## config.mk

```make
export PLATFORM = sky130hd
export DESIGN_NAME = m10k_stream_compute_flat
export DESIGN_NICKNAME = d
export VERILOG_FILES = /design/src/rtl/m10k_stream_compute_if.sv /design/src/rtl/m10k_stream_compute.sv /design/src/flat_wrapper.sv
export SDC_FILE = /design/constraint.sdc
export NUM_CORES = 1
export LEC_CHECK = 0
export CORE_ASPECT_RATIO = 0.9
export CORE_MARGIN = 5
export CORE_UTILIZATION = 60
export CTS_CLUSTER_SIZE = 10
export DETAILED_ROUTE_END_ITERATION = 10
export DONT_BUFFER_PORTS = 1
export MAX_ROUTING_LAYER = met4
export PLACE_DENSITY = 0.76
export SLEW_MARGIN = 30
export SYNTH_ARGS = -nofsm -noshare
export SYNTH_HDL_FRONTEND = slang
export SYNTH_SLANG_ARGS = --single-unit
```

## constraint.sdc

```tcl
create_clock -name clk -period 6.8 [get_ports clk]
set_input_delay 1.36 -clock clk [delete_from_list [all_inputs] [get_ports clk]]
set_output_delay 1.36 -clock clk [all_outputs]
set_load 0.05 [all_outputs]
```

## src/rtl/m10k_stream_compute_if.sv

```systemverilog
// Memory-side bundle of the stream engine: source read port plus
// intermediate read and write ports.
interface m10k_stream_compute_if #(
    parameter int DATA_W = 8,
    parameter int ADDR_W = 8
);
    logic        [ADDR_W-1:0] src_rd_addr;
    logic signed [DATA_W-1:0] src_rd_data;
    logic        [ADDR_W-1:0] int_rd_addr;
    logic signed [DATA_W-1:0] int_rd_data;
    logic        [ADDR_W-1:0] int_wr_addr;
    logic signed [DATA_W-1:0] int_wr_data;
    logic                     int_wr_en;

    modport master (
        output src_rd_addr,
        input  src_rd_data,
        output int_rd_addr,
        input  int_rd_data,
        output int_wr_addr,
        output int_wr_data,
        output int_wr_en
    );

    modport slave (
        input  src_rd_addr,
        output src_rd_data,
        input  int_rd_addr,
        output int_rd_data,
        input  int_wr_addr,
        input  int_wr_data,
        input  int_wr_en
    );
endinterface

```

## src/rtl/m10k_stream_compute.sv

```systemverilog
// Element-wise stream engine: source M10K -> intermediate M10K.
// Define STREAM_SAT_EN to clamp results instead of wrapping them.
module m10k_stream_compute #(
    parameter int DATA_W   = 8,
    parameter int ADDR_W   = 8,
    parameter int READ_LAT = 1,
    parameter int SHIFT    = 0
) (
    input  logic                     clk,
    input  logic                     reset,
    input  logic                     start,
    input  logic [1:0]               mode,
    input  logic signed [DATA_W-1:0] gain,
    input  logic [ADDR_W:0]          length,
    output logic                     busy,
    output logic                     done,
    m10k_stream_compute_if.master    mem
);

    localparam int PW = 2 * DATA_W;
    localparam int WW = PW + 1;
    localparam int CW = (READ_LAT > 1) ? $clog2(READ_LAT) : 1;

    localparam logic [CW-1:0]   WCNT_LAST = CW'(READ_LAT - 1);
    localparam logic [ADDR_W:0] LEN_ONE   = (ADDR_W + 1)'(1);

    localparam logic [1:0] M_COPY  = 2'd0;
    localparam logic [1:0] M_SCALE = 2'd1;
    localparam logic [1:0] M_ACCUM = 2'd2;
    localparam logic [1:0] M_CLEAR = 2'd3;

    typedef enum logic [2:0] {
        IDLE,
        ISSUE,
        WAIT,
        COMPUTE,
        WRITE,
        FINISH
    } state_t;

    state_t state_q;
    state_t state_d;

    logic        [ADDR_W-1:0] idx_q;
    logic        [1:0]        mode_q;
    logic signed [DATA_W-1:0] gain_q;
    logic        [ADDR_W:0]   len_q;
    logic        [CW-1:0]     wcnt_q;
    logic signed [DATA_W-1:0] res_q;

    logic signed [PW-1:0]     prod;
    logic signed [PW-1:0]     shf;
    logic signed [WW-1:0]     wide;
    logic signed [DATA_W-1:0] res_d;
    logic                     last;
    logic                     load_res;

`ifdef STREAM_SAT_EN
    localparam logic signed [DATA_W-1:0] MAXV = {1'b0, {(DATA_W-1){1'b1}}};
    localparam logic signed [DATA_W-1:0] MINV = {1'b1, {(DATA_W-1){1'b0}}};

    // In range iff every bit from the result sign upward agrees.
    function automatic logic signed [DATA_W-1:0] narrow(
        input logic signed [WW-1:0] w
    );
        logic [WW-DATA_W:0] hi;
        hi = w[WW-1:DATA_W-1];
        if ((&hi) || !(|hi)) begin
            narrow = w[DATA_W-1:0];
        end else begin
            narrow = w[WW-1] ? MINV : MAXV;
        end
    endfunction
`else
    function automatic logic signed [DATA_W-1:0] narrow(
        input logic signed [WW-1:0] w
    );
        narrow = w[DATA_W-1:0];
    endfunction
`endif

    assign last = ({1'b0, idx_q} == (len_q - LEN_ONE));

    always_ff @(posedge clk or negedge reset) begin
        if (!reset) begin
            state_q <= IDLE;
        end else begin
            state_q <= state_d;
        end
    end

    always_comb begin
        state_d = state_q;
        unique case (state_q)
            IDLE: begin
                if (start) begin
                    state_d = (length == '0) ? FINISH : ISSUE;
                end
            end
            ISSUE: begin
                state_d = (mode_q == M_CLEAR) ? WRITE : WAIT;
            end
            WAIT: begin
                if (wcnt_q == WCNT_LAST) begin
                    state_d = COMPUTE;
                end
            end
            COMPUTE: state_d = WRITE;
            WRITE:   state_d = last ? FINISH : ISSUE;
            FINISH:  state_d = IDLE;
            default: state_d = IDLE;
        endcase
    end

    // Full-precision product, then the optional accumulate at one extra bit.
    always_comb begin
        prod = PW'(mem.src_rd_data) * PW'(gain_q);
        shf  = prod >>> SHIFT;
        wide = {shf[PW-1], shf};
        res_d = '0;
        unique case (mode_q)
            M_COPY:  res_d = mem.src_rd_data;
            M_SCALE: res_d = narrow(wide);
            M_ACCUM: begin
                wide = wide + {{(WW-DATA_W){mem.int_rd_data[DATA_W-1]}},
                               mem.int_rd_data};
                res_d = narrow(wide);
            end
            M_CLEAR: res_d = '0;
            default: res_d = '0;
        endcase
    end

    assign load_res = (state_q == COMPUTE) ||
                      ((state_q == ISSUE) && (mode_q == M_CLEAR));

    always_ff @(posedge clk or negedge reset) begin
        if (!reset) begin
            idx_q  <= '0;
            mode_q <= '0;
            gain_q <= '0;
            len_q  <= '0;
            wcnt_q <= '0;
            res_q  <= '0;
        end else begin
            if ((state_q == IDLE) && start) begin
                mode_q <= mode;
                gain_q <= gain;
                len_q  <= length;
                idx_q  <= '0;
            end
            if (state_q == ISSUE) begin
                wcnt_q <= '0;
            end else if (state_q == WAIT) begin
                wcnt_q <= wcnt_q + CW'(1);
            end
            if (load_res) begin
                res_q <= res_d;
            end
            // Stop at the last element so a full-depth job never wraps.
            if ((state_q == WRITE) && !last) begin
                idx_q <= idx_q + ADDR_W'(1);
            end
        end
    end

    assign busy            = (state_q != IDLE);
    assign done            = (state_q == FINISH);
    assign mem.int_wr_en   = (state_q == WRITE);
    assign mem.src_rd_addr = idx_q;
    assign mem.int_rd_addr = idx_q;
    assign mem.int_wr_addr = idx_q;
    assign mem.int_wr_data = res_q;

endmodule
```

## src/flat_wrapper.sv

```systemverilog
// flat-port wrapper written by rule: the top's interface ports become plain ports
module m10k_stream_compute_flat 
#(
    parameter int DATA_W   = 8,
    parameter int ADDR_W   = 8,
    parameter int READ_LAT = 1,
    parameter int SHIFT    = 0
)
  (clk, reset, start, mode, gain, length, busy, done, mem_src_rd_addr, mem_src_rd_data, mem_int_rd_addr, mem_int_rd_data, mem_int_wr_addr, mem_int_wr_data, mem_int_wr_en);
  m10k_stream_compute_if #(.DATA_W(DATA_W), .ADDR_W(ADDR_W)) mem_i ();
  input  logic clk;
  input  logic reset;
  input  logic start;
  input  logic [1:0] mode;
  input  logic signed [DATA_W-1:0] gain;
  input  logic [ADDR_W:0] length;
  output logic busy;
  output logic done;
  output wire logic [$bits(mem_i.src_rd_addr)-1:0] mem_src_rd_addr;
  input wire logic [$bits(mem_i.src_rd_data)-1:0] mem_src_rd_data;
  output wire logic [$bits(mem_i.int_rd_addr)-1:0] mem_int_rd_addr;
  input wire logic [$bits(mem_i.int_rd_data)-1:0] mem_int_rd_data;
  output wire logic [$bits(mem_i.int_wr_addr)-1:0] mem_int_wr_addr;
  output wire logic [$bits(mem_i.int_wr_data)-1:0] mem_int_wr_data;
  output wire logic [$bits(mem_i.int_wr_en)-1:0] mem_int_wr_en;
  assign mem_src_rd_addr = mem_i.src_rd_addr;
  assign mem_i.src_rd_data = mem_src_rd_data;
  assign mem_int_rd_addr = mem_i.int_rd_addr;
  assign mem_i.int_rd_data = mem_int_rd_data;
  assign mem_int_wr_addr = mem_i.int_wr_addr;
  assign mem_int_wr_data = mem_i.int_wr_data;
  assign mem_int_wr_en = mem_i.int_wr_en;
  m10k_stream_compute #(.DATA_W(DATA_W), .ADDR_W(ADDR_W), .READ_LAT(READ_LAT), .SHIFT(SHIFT)) u_core (.clk(clk), .reset(reset), .start(start), .mode(mode), .gain(gain), .length(length), .busy(busy), .done(done), .mem(mem_i));
endmodule
```

==> results.json <==
{
  "outcome": "complete, no violations",
  "drc": 0,
  "layout_commonest_cell": "nand2_1",
  "ys_ff_latch": 39,
  "die_area_mm2": 0.00735,
  "numCtsBuffers": 5,
  "synth_edf_count": 0,
  "holdCritStartpoint": "u_core.gain_q[7]",
  "gp_congestion": 0.878,
  "ant_nets": 0,
  "hold_buffers": 0,
  "slew_headroom": 0.442,
  "grt_usage": 0.220,
  "synth_ff_type": "dfrtp_1",
  "cap_violations": 0,
  "period_share": 0.700,
  "ioPinCount": 73,
  "cpPeakStageDelay_ps": 540,
  "cts_root_buffer": "clkbuf_8",
  "grt_pass1_wl_um": 12700,
  "path_clk_slew_ps": 80,
  "antenna_found_initial": 0,
  "whs_ps": 532,
  "cts_setup_buffers": 0,
  "syn-cell-area_mm2": 0.00344,
  "rsz0062_at_grt": "no",
  "syn_avg_cell_area_um2": 8.50,
  "drive_gt1_frac": 0.0588,
  "vias_per_cell": 5.71,
  "port_buffers": 0,
  "cellPowerDensity_mw_per_mm2": 124,
  "clk_latency_ps": 290,
  "worst_slack_ps": 2040,
  "yosysSeqAreaShare": 0.284,
  "drt_wl_total_um": 7630,
  "start_util": 0.611,
  "initialDrtViolationCount": 97,
  "worstSetupPathType": "input port to register",
  "dp_hpwl_um": 5870,
  "layout_common_cells": "nand2_1 (74), inv_1 (37), dfrtp_1 (37), ha_1 (28), and2_1 (24)",
  "fin_tns_setup_ps": 0,
  "vias": 2631,
  "finalClockSkew_ps": 10.4,
  "worstMarginPinSlew_ps": 837,
  "post_drt_wl_per_cell_um": 16.5,
  "h-tree-depth": 2,
  "cp_num_buf_inv": 3,
  "setup_viol": 0,
  "coreArea_mm2": 0.00563,
  "grt_max_degree": 40,
  "worst_setup_path_end_kind": "register",
  "grt.overflow.total": 0,
  "pre_cts_slack_ps": 1720,
  "period_needed_ps": 4760,
  "async_flop_share": 1.00,
  "firstDrtPassIters": 4,
  "path_delay_family": "adder cells",
  "synth_cell_types": 47,
  "die_y_um": 81.8,
  "worst_r2r_endpoint": "u_core.mem.int_wr_data[6]",
  "crit_required_ps": 6980,
  "grt_pass1_vias": 2594,
  "hold_depth": 2,
  "vdd_drop_max_mv": 0.111,
  "post_cts_resized": 0,
  "cts_num_sinks": 39,
  "crit_arrival_ps": 4930,
  "timing_hold_violations_final": 0,
  "reg2reg_from": "u_core.gain_q[4]",
  "chipWidth_um": 89.8,
  "n_fill_cell": 492,
  "ys_warn_count": 0,
  "hold_end": "u_core.gain_q[7]",
  "hp-class": "register to register",
  "critPathMostFrequentCell": "fa_1",
  "finalNetCount": 469,
  "worstRegToRegCells": 14,
  "r2r_slack_ps": 2650,
  "fmax_mhz": 210,
  "synthCells": 405,
  "synth_nets": 484,
  "leakagePower_nw": 1.78,
  "crit_fanout": 9,
  "crit_path_top_delay_cell": "fa_1",
  "antennaDiodeCount": 0,
  "clock_path_buffers": 2,
  "area_delta_synth_final_pct": 3.20,
  "drv_slew": 0,
  "start_kind": "input port",
  "cp_cell_sequence": "nand2_1, fa_1, fa_1, inv_1, ha_1, inv_1, fa_1, inv_1, fa_1, xor2_1, ha_1, or3_1, a31oi_1, o21ai_0",
  "cts_tree": "built",
  "fp-row-count": 26
}
[where the power goes]
group / internal (mW) / switching (mW) / total [mW]
Sequential: 0.232 / 0 / 0.232
Combinational: 0.00350 / 0.00289 / 0.00639
Clock: 0.119 / 0.0834 / 0.202
[how the worst max path moves through the flow]
stage | endpoint | cells after the start | slack (ps) | from
2_1_floorplan | u_core.mem.int_wr_data[6] | 14 | 1880 | mem_src_rd_data[0]
3_3_place_gp | u_core.mem.int_wr_data[6] | 14 | 1810 | mem_src_rd_data[0]
3_5_place_dp | u_core.mem.int_wr_data[6] | 14 | 1720 | mem_src_rd_data[0]
4_1_cts | u_core.mem.int_wr_data[6] | 14 | 2040 | mem_src_rd_data[0]
5_1_grt | u_core.mem.int_wr_data[6] | 14 | 1820 | mem_src_rd_data[0]
6_report | u_core.mem.int_wr_data[6] | 14 | 2040 | mem_src_rd_data[0]
[worst register-to-register path, stage by stage (launching register included)]
cell     delay, ps
dfrtp_1        420
nand2_1        110
fa_1           450
fa_1           540
inv_1           40
ha_1           270
inv_1           60
fa_1           540
inv_1           80
fa_1           430
xor2_1         220
ha_1           300
or3_1          350
a31oi_1        150
o21ai_0         90
[per-layer routing]
layer  share of wire  up-vias  track usage
li1                -     1292            -
met1            0.50     1268        0.314
met2            0.44       64        0.320
met3           0.059        7       0.0485
met4          0.0071        0       0.0514
met5               0        -            -
[area by class of cell]
class,instances,area (µm²),area share
inverter,37,139,0.0391
clock inverter,2,35.0,0.00987
timing repair buffer,6,57.6,0.0162
tap,70,87.6,0.0247
multi-input combinational,301,2170,0.611
sequential,39,978,0.276
clock buffer,6,82.6,0.0233
[cells in the mapped netlist (2+ instances only)]
library cell	n	area [µm²]
fa_1	13	260
o221ai_1	2	17.5
o211ai_1	3	22.5
or3_1	3	18.8
nand3b_1	2	15.0
a21boi_0	2	15.0
nand2_1	74	278
nor3b_1	3	22.5
o21ai_1	3	15.0
a21oi_1	17	85.1
xnor2_1	18	158
dfrtp_1	39	976
nor2_2	2	12.5
inv_1	37	139
ha_1	28	350
o21a_1	3	22.5
nor2b_1	4	25.0
mux2i_1	7	70.1
nand3_1	10	50.1
clkbuf_1	11	41.3
and2_1	24	150
a211o_1	2	17.5
a21o_1	5	37.5
buf_4	16	120
o21ai_0	10	50.1
nand2b_1	5	31.3
a211oi_1	2	15.0
xnor3_1	2	45.0
a31oi_1	7	43.8
nor2_1	17	63.8
nor3_1	10	50.1
xor2_1	9	78.8
[cell families after synthesis]
| group | count (synthesis) | share of synthesized area |
|---|---|---|
| adder cells (fa/ha/maj) | 41 | 0.177 |
| multiplexers | 7 | 0.0204 |
| XOR/XNOR | 29 | 0.0818 |
| flip-flops | 39 | 0.284 |
| AO/OA/AOI/OAI | 66 | 0.129 |
| buffers and inverters | 65 | 0.0887 |
| AND/OR/NAND/NOR | 158 | 0.219 |
[per-stage QoR]
stage               instances  cell area (µm²)   util  total power [mW]
floorplan                 405             3440      -             0.242
global placement          453             3430  0.609             0.243
detailed placement        453             3430  0.609             0.243
CTS                       461             3540  0.630             0.444
global route              461             3550  0.631             0.458
finish                    461             3550  0.631             0.440
[flip-flops by register name, indices dropped and copies added (netlist names)]
register / count
u_core.state_q: 3
u_core.mem.int_rd_addr: 8
u_core.mode_q: 2
u_core.len_q: 9
u_core.gain_q: 8
u_core.wcnt_q: 1
u_core.mem.int_wr_data: 8
(Power assumes the default switching activity.)
